## config.mk

```make
export PLATFORM = sky130hd
export DESIGN_NAME = des_key_sched
export DESIGN_NICKNAME = d
export VERILOG_FILES = /design/src/rtl/des_key_sched.sv
export SDC_FILE = /design/constraint.sdc
export NUM_CORES = 1
export LEC_CHECK = 0
export ABC_AREA = 1
export BUFFER_PORTS_ARGS = -buffer_cell sky130_fd_sc_hd__buf_2
export CAP_MARGIN = 10
export CORE_MARGIN = 10
export CORE_UTILIZATION = 59
export DETAILED_ROUTE_END_ITERATION = 12
export HOLD_SLACK_MARGIN = 0.08
export PLACE_DENSITY = 0.87
export SETUP_SLACK_MARGIN = 0.5
export SYNTH_ARGS = -nofsm -noshare
export SYNTH_HDL_FRONTEND = slang
export SYNTH_SLANG_ARGS = --single-unit
```

## constraint.sdc

```tcl
create_clock -name clk -period 2.94 [get_ports clk]
set_input_delay 0.147 -clock clk [delete_from_list [all_inputs] [get_ports clk]]
set_output_delay 0.147 -clock clk [all_outputs]
set_load 0.02 [all_outputs]
```

## src/rtl/des_key_sched.sv

```systemverilog
// DES key schedule: loads a 64-bit key, then presents the 16 round subkeys
// one per valid/ready handshake, in encrypt (K1..K16) or decrypt (K16..K1) order.
// Optional feature: define DES_KEY_SCHED_WEAK_CHK_EN to flag the four DES weak keys.
module des_key_sched (
    input  logic        clk,
    input  logic        reset,
    input  logic [63:0] key_in,
    input  logic        key_load,
    input  logic        decrypt,
    input  logic        subkey_ready,
    output logic [47:0] subkey,
    output logic        subkey_valid,
    output logic [3:0]  round_idx,
    output logic        busy,
    output logic        done,
    output logic        weak_key
);

    localparam int unsigned KEY_W  = 64;
    localparam int unsigned CD_W   = 56;
    localparam int unsigned HALF_W = 28;
    localparam int unsigned SUB_W  = 48;
    localparam int unsigned RND_W  = 4;

    typedef enum logic [1:0] {
        IDLE = 2'd0,
        GEN  = 2'd1,
        FIN  = 2'd2
    } state_t;

    // PC-1: FIPS key bit numbers (1 = MSB) feeding C1..C28, D1..D28
    localparam byte unsigned PC1_TBL [CD_W] = '{
        8'd57, 8'd49, 8'd41, 8'd33, 8'd25, 8'd17, 8'd9,
        8'd1,  8'd58, 8'd50, 8'd42, 8'd34, 8'd26, 8'd18,
        8'd10, 8'd2,  8'd59, 8'd51, 8'd43, 8'd35, 8'd27,
        8'd19, 8'd11, 8'd3,  8'd60, 8'd52, 8'd44, 8'd36,
        8'd63, 8'd55, 8'd47, 8'd39, 8'd31, 8'd23, 8'd15,
        8'd7,  8'd62, 8'd54, 8'd46, 8'd38, 8'd30, 8'd22,
        8'd14, 8'd6,  8'd61, 8'd53, 8'd45, 8'd37, 8'd29,
        8'd21, 8'd13, 8'd5,  8'd28, 8'd20, 8'd12, 8'd4
    };

    // PC-2: CD bit numbers (1 = C1) feeding subkey bits 1..48
    localparam byte unsigned PC2_TBL [SUB_W] = '{
        8'd14, 8'd17, 8'd11, 8'd24, 8'd1,  8'd5,
        8'd3,  8'd28, 8'd15, 8'd6,  8'd21, 8'd10,
        8'd23, 8'd19, 8'd12, 8'd4,  8'd26, 8'd8,
        8'd16, 8'd7,  8'd27, 8'd20, 8'd13, 8'd2,
        8'd41, 8'd52, 8'd31, 8'd37, 8'd47, 8'd55,
        8'd30, 8'd40, 8'd51, 8'd45, 8'd33, 8'd48,
        8'd44, 8'd49, 8'd39, 8'd56, 8'd34, 8'd53,
        8'd46, 8'd42, 8'd50, 8'd36, 8'd29, 8'd32
    };

    function automatic logic [CD_W-1:0] pc1(input logic [KEY_W-1:0] k);
        logic [CD_W-1:0] r;
        logic [5:0]      src;
        r = '0;
        for (int i = 0; i < 56; i++) begin
            src = 6'(64 - int'(PC1_TBL[i]));
            r[6'(55 - i)] = k[src];
        end
        return r;
    endfunction

    function automatic logic [SUB_W-1:0] pc2(input logic [CD_W-1:0] cd);
        logic [SUB_W-1:0] r;
        logic [5:0]       src;
        r = '0;
        for (int i = 0; i < 48; i++) begin
            src = 6'(56 - int'(PC2_TBL[i]));
            r[6'(47 - i)] = cd[src];
        end
        return r;
    endfunction

    // DES rounds 1, 2, 9 and 16 shift by one; all others by two
    function automatic logic single_shift(input logic [4:0] des_round);
        return (des_round == 5'd1) || (des_round == 5'd2) ||
               (des_round == 5'd9) || (des_round == 5'd16);
    endfunction

    function automatic logic [HALF_W-1:0] rot(input logic [HALF_W-1:0] c,
                                              input logic left, input logic one);
        if (left)
            return one ? {c[26:0], c[27]} : {c[25:0], c[27:26]};
        else
            return one ? {c[0], c[27:1]} : {c[1:0], c[27:2]};
    endfunction

    state_t             state, state_nxt;
    logic [HALF_W-1:0]  c_q, d_q, c_nxt, d_nxt;
    logic [RND_W-1:0]   rnd_nxt;
    logic               dec_q, dec_nxt;
    logic               valid_nxt, busy_nxt, done_nxt;
    logic               adv_one;
    logic [CD_W-1:0]    cd_load;

    assign cd_load = pc1(key_in);
    assign subkey  = pc2({c_q, d_q});

    // Encrypt steps to DES round r+2; decrypt steps back from round 16-r
    assign adv_one = dec_q ? single_shift(5'd16 - 5'(round_idx))
                           : single_shift(5'(round_idx) + 5'd2);

    // Next-state, C/D advance and registered-output decode
    always_comb begin
        state_nxt = state;
        c_nxt     = c_q;
        d_nxt     = d_q;
        rnd_nxt   = round_idx;
        dec_nxt   = dec_q;
        case (state)
            IDLE: begin
                if (key_load) begin
                    state_nxt = GEN;
                    dec_nxt   = decrypt;
                    rnd_nxt   = '0;
                    if (decrypt) begin
                        c_nxt = cd_load[55:28];
                        d_nxt = cd_load[27:0];
                    end else begin
                        c_nxt = rot(cd_load[55:28], 1'b1, 1'b1);
                        d_nxt = rot(cd_load[27:0], 1'b1, 1'b1);
                    end
                end
            end
            GEN: begin
                if (subkey_valid && subkey_ready) begin
                    if (round_idx == 4'd15) begin
                        state_nxt = FIN;
                    end else begin
                        rnd_nxt = round_idx + 4'd1;
                        c_nxt   = rot(c_q, !dec_q, adv_one);
                        d_nxt   = rot(d_q, !dec_q, adv_one);
                    end
                end
            end
            FIN: begin
                state_nxt = IDLE;
            end
            default: begin
                state_nxt = IDLE;
            end
        endcase
        valid_nxt = (state_nxt == GEN);
        busy_nxt  = (state_nxt != IDLE);
        done_nxt  = (state_nxt == FIN);
    end

    // State, key halves and status outputs
    always_ff @(posedge clk or negedge reset) begin
        if (!reset) begin
            state        <= IDLE;
            c_q          <= '0;
            d_q          <= '0;
            round_idx    <= '0;
            dec_q        <= 1'b0;
            subkey_valid <= 1'b0;
            busy         <= 1'b0;
            done         <= 1'b0;
        end else begin
            state        <= state_nxt;
            c_q          <= c_nxt;
            d_q          <= d_nxt;
            round_idx    <= rnd_nxt;
            dec_q        <= dec_nxt;
            subkey_valid <= valid_nxt;
            busy         <= busy_nxt;
            done         <= done_nxt;
        end
    end

`ifdef DES_KEY_SCHED_WEAK_CHK_EN
    localparam logic [KEY_W-1:0] PARITY_MASK = 64'hFEFE_FEFE_FEFE_FEFE;
    localparam logic [KEY_W-1:0] WEAK_0      = 64'h0101_0101_0101_0101;
    localparam logic [KEY_W-1:0] WEAK_1      = 64'hFEFE_FEFE_FEFE_FEFE;
    localparam logic [KEY_W-1:0] WEAK_2      = 64'hE0E0_E0E0_F1F1_F1F1;
    localparam logic [KEY_W-1:0] WEAK_3      = 64'h1F1F_1F1F_0E0E_0E0E;

    logic [KEY_W-1:0] key_masked;
    logic             key_is_weak;

    assign key_masked  = key_in & PARITY_MASK;
    assign key_is_weak = (key_masked == (WEAK_0 & PARITY_MASK)) ||
                         (key_masked == (WEAK_1 & PARITY_MASK)) ||
                         (key_masked == (WEAK_2 & PARITY_MASK)) ||
                         (key_masked == (WEAK_3 & PARITY_MASK));

    // Weak-key flag captured on each accepted key load
    always_ff @(posedge clk or negedge reset) begin
        if (!reset)
            weak_key <= 1'b0;
        else if (state == IDLE && key_load)
            weak_key <= key_is_weak;
    end
`else
    assign weak_key = 1'b0;
`endif

endmodule
```

==> impl_metrics.env <==
export IMPL_synth_area_top_cells="dfrtp_1 32%, nand3_1 22%, nand2_1 14%"
export IMPL_synth_edf_count=0
export IMPL_io_buffer_count=75
export IMPL_cts_max_level=3
export IMPL_post_cts_buffers=0
export IMPL_cp_slowest_stage_delay_ns=0.49
export IMPL_synthTopCellsByCount="225 x nand3_1, 192 x nand2_1, 66 x dfrtp_1"
export IMPL_synth_most_common_cell="nand3_1"
export IMPL_worst_path_most_repeated_cell="nand2_1"
export IMPL_max_freq_ghz=0.452
export IMPL_critPathSlowestCell="dfrtp_1"
export IMPL_drc=0
export IMPL_drt_total_wl_um=14300
export IMPL_drive_gt1_share_pct=16.2
export IMPL_rsz0062_at_grt="false"
export IMPL_start_util_pct=61.5
export IMPL_max_slew_margin_pct=38.5
export IMPL_grt_pass1_wl_um=23500
export IMPL_wire_per_inst_um=15.8
export IMPL_clock_latency_ns=0.35
export IMPL_powerDensity_nw_per_um2=1320
export IMPL_viasPerCell=6.02
export IMPL_worst_pin_slew_ns=0.922
export IMPL_syn_inst=763
export IMPL_clockBufferDepth=2
export IMPL_dpl_cell_area_um2=5140
export IMPL_antenna_found_initial=1
export IMPL_yosysSeqAreaShare_pct=32.4
export IMPL_drt_pre_antenna_iters=6
export IMPL_reg2regPathDepth=12
export IMPL_ys_warn_count=0
export IMPL_cpLargestDelayFamily="simple AND/OR/NAND/NOR gates"
export IMPL_die_y_um=113
export IMPL_gp_congestion=0.882
export IMPL_grt_max_degree=58
export IMPL_critPathBufInv=3
export IMPL_ios=125
export IMPL_ys_flop_type="dfrtp_1"
export IMPL_hold_slack_ns=0.0969
export IMPL_min_from="key_in[17]"
export IMPL_nets=865
export IMPL_min_period_over_period_pct=75.3
export IMPL_dp_hpwl_um=9670
export IMPL_mappedNetlistArea_um2=5100
export IMPL_cts_inserted_buffers=9
export IMPL_die_x_um=113
export IMPL_vias=5416
export IMPL_row_count=33
export IMPL_tns_ns=0
export IMPL_cts_root_buffer="clkbuf_8"
export IMPL_vdd_ir_drop_worst_uv=797
export IMPL_synth_seq_cells=66
export IMPL_syn_avg_cell_area_um2=6.69
export IMPL_finalMaxSlewViolations=0
export IMPL_hp_class="in -> reg"
export IMPL_area_delta_synth_final_pct=6.30
export IMPL_finalHoldViolCount=0
export IMPL_synthArstFlopShare_pct=100
export IMPL_cp_end_kind="flop"
export IMPL_regToRegEndpoint="d_q[1]"
export IMPL_required_ns=3.23
export IMPL_path_cells="inv_1 > ha_1 > inv_1 > nand2_1 > nand2_1 > nand2_1 > nand2_1 > buf_4 > nand3_1 > nand3_1 > nand3_1 > a21oi_2"
export IMPL_dieArea_um2=12800
export IMPL_fillers=744
export IMPL_worst_clock_skew_ns=0.00634
export IMPL_p_leak_nw=2.75
export IMPL_maxCapViolCount=0
export IMPL_final_area_um2=5420
export IMPL_holdPathStages=3
export IMPL_cts_tree="built"
export IMPL_clk_pin_slew_ns=0.07
export IMPL_synth_top_cell_area_share_pct=32.4
export IMPL_overflow=0
export IMPL_worstSetupPathType="reg -> reg"
export IMPL_reg2reg_slack_ns=0.73
export IMPL_status="complete, no violations"
export IMPL_grt_pass1_vias=5145
export IMPL_core_um2=8300
export IMPL_fin_crit_ns=2.21
export IMPL_clock_sinks=66
export IMPL_drt_iter0_markers=588
export IMPL_grtUsageTotal_pct=21.5
export IMPL_synth_area_leader_cell="dfrtp_1"
export IMPL_holdPathEnd="d_q[26]"
export IMPL_cp_start_kind="flop"
export IMPL_synth_cell_types=27
export IMPL_ant_nets=0
export IMPL_critical_path_max_fanout=28
export IMPL_arrival_ns=2.50
export IMPL_setup_viol=0
export IMPL_rr_startpoint="round_idx[1]"
-- logic make-up (layout without fill, tap and decap cells) --
family	Yosys count	after routing	synth area share, %
compound gates	77	77	8.39
xor+xnor	1	1	0.172
fa+ha+maj	7	7	1.72
buf+inv	125	140	14.6
flops	66	66	32.4
other cells	1	18	0.0735
simple gates	486	486	42.7
-- cell usage in the layout (no fill, tap or decap), types with 4 or more instances in the layout --
cell type,count
inv_2,4
a21oi_1,57
conb_1,17
inv_1,19
dfrtp_1,66
nand3_1,225
o211ai_1,8
dlygate4sd3_1,11
clkbuf_8,10
ha_1,7
nand2_1,192
nor2_1,48
nor3_1,4
a21oi_2,4
nand2_2,5
buf_2,75
buf_4,14
o21ai_0,5
nand3_2,6
-- metrics by stage --
step	std cells	power [mW]	setup WS [ns]	util [%]
2_1_floorplan	779	5.69	0.947	-
3_3_place_gp	872	6.22	0.862	61.9
3_5_place_dp	872	6.39	0.773	61.9
4_1_cts	899	7.11	0.757	65.3
5_1_grt	900	7.84	0.574	65.3
6_report	900	7.16	0.726	65.3
-- worst max-delay path by stage --
stage	start	endpoint	slack [ns]	cells past startpoint
after detailed placement	round_idx[1]	d_q[9]	0.77	13
after global placement	round_idx[0]	d_q[1]	0.86	12
after floorplan	round_idx[1]	d_q[25]	0.95	10
after CTS	round_idx[1]	d_q[9]	0.76	13
final	round_idx[1]	d_q[1]	0.73	12
after global routing	round_idx[1]	d_q[4]	0.57	10
-- flip-flops by register name, indices dropped and copies added, names as in the netlist --
register      cells
done              1
dec_q             1
round_idx         4
d_q              28
busy              1
c_q              28
state             2
subkey_valid      1
-- power by group --
| group | switching, mW | internal, mW | total [mW] |
|---|---|---|---|
| Clock | 0.364 | 0.324 | 0.689 |
| Combinational | 3.02 | 1.60 | 4.61 |
| Sequential | 0.511 | 1.35 | 1.86 |
-- timing repair --
item | 4_1_cts | 5_1_grt
gates resized for setup | 0 | 0
endpoints found under the hold margin | 41 | 0
hold buffers | 11 | 0
-- routing by layer --
metal	wire, um	global-route usage (%)	vias up
met5	0	0	-
met4	338	8.46	0
met3	1270	5.23	41
met2	6880	35.1	296
met1	5770	26.6	2510
li1	-	-	2569
-- cell type report --
class	instances	area, um2	area share, %
Multi-Input combinational cell	588	2770	51.1
Antenna cell	1	2.50	0.0461
Clock buffer	11	141	2.61
Clock inverter	5	30.0	0.554
Inverter	23	86.3	1.59
Timing Repair Buffer	101	611	11.3
Tap cell	105	131	2.42
Sequential cell	66	1650	30.5
-- worst register-to-register path, delay by kind of cell, from the launching register on --
kind	cells	cell delay (ns)
buffers and inverters	3	0.58
AOI/OAI and AO/OA	1	0.13
DFF	1	0.49
adders and majority gates	1	0.27
and+or+nand+nor	7	0.68
Note: power is estimated with default switching activity, not from simulation.
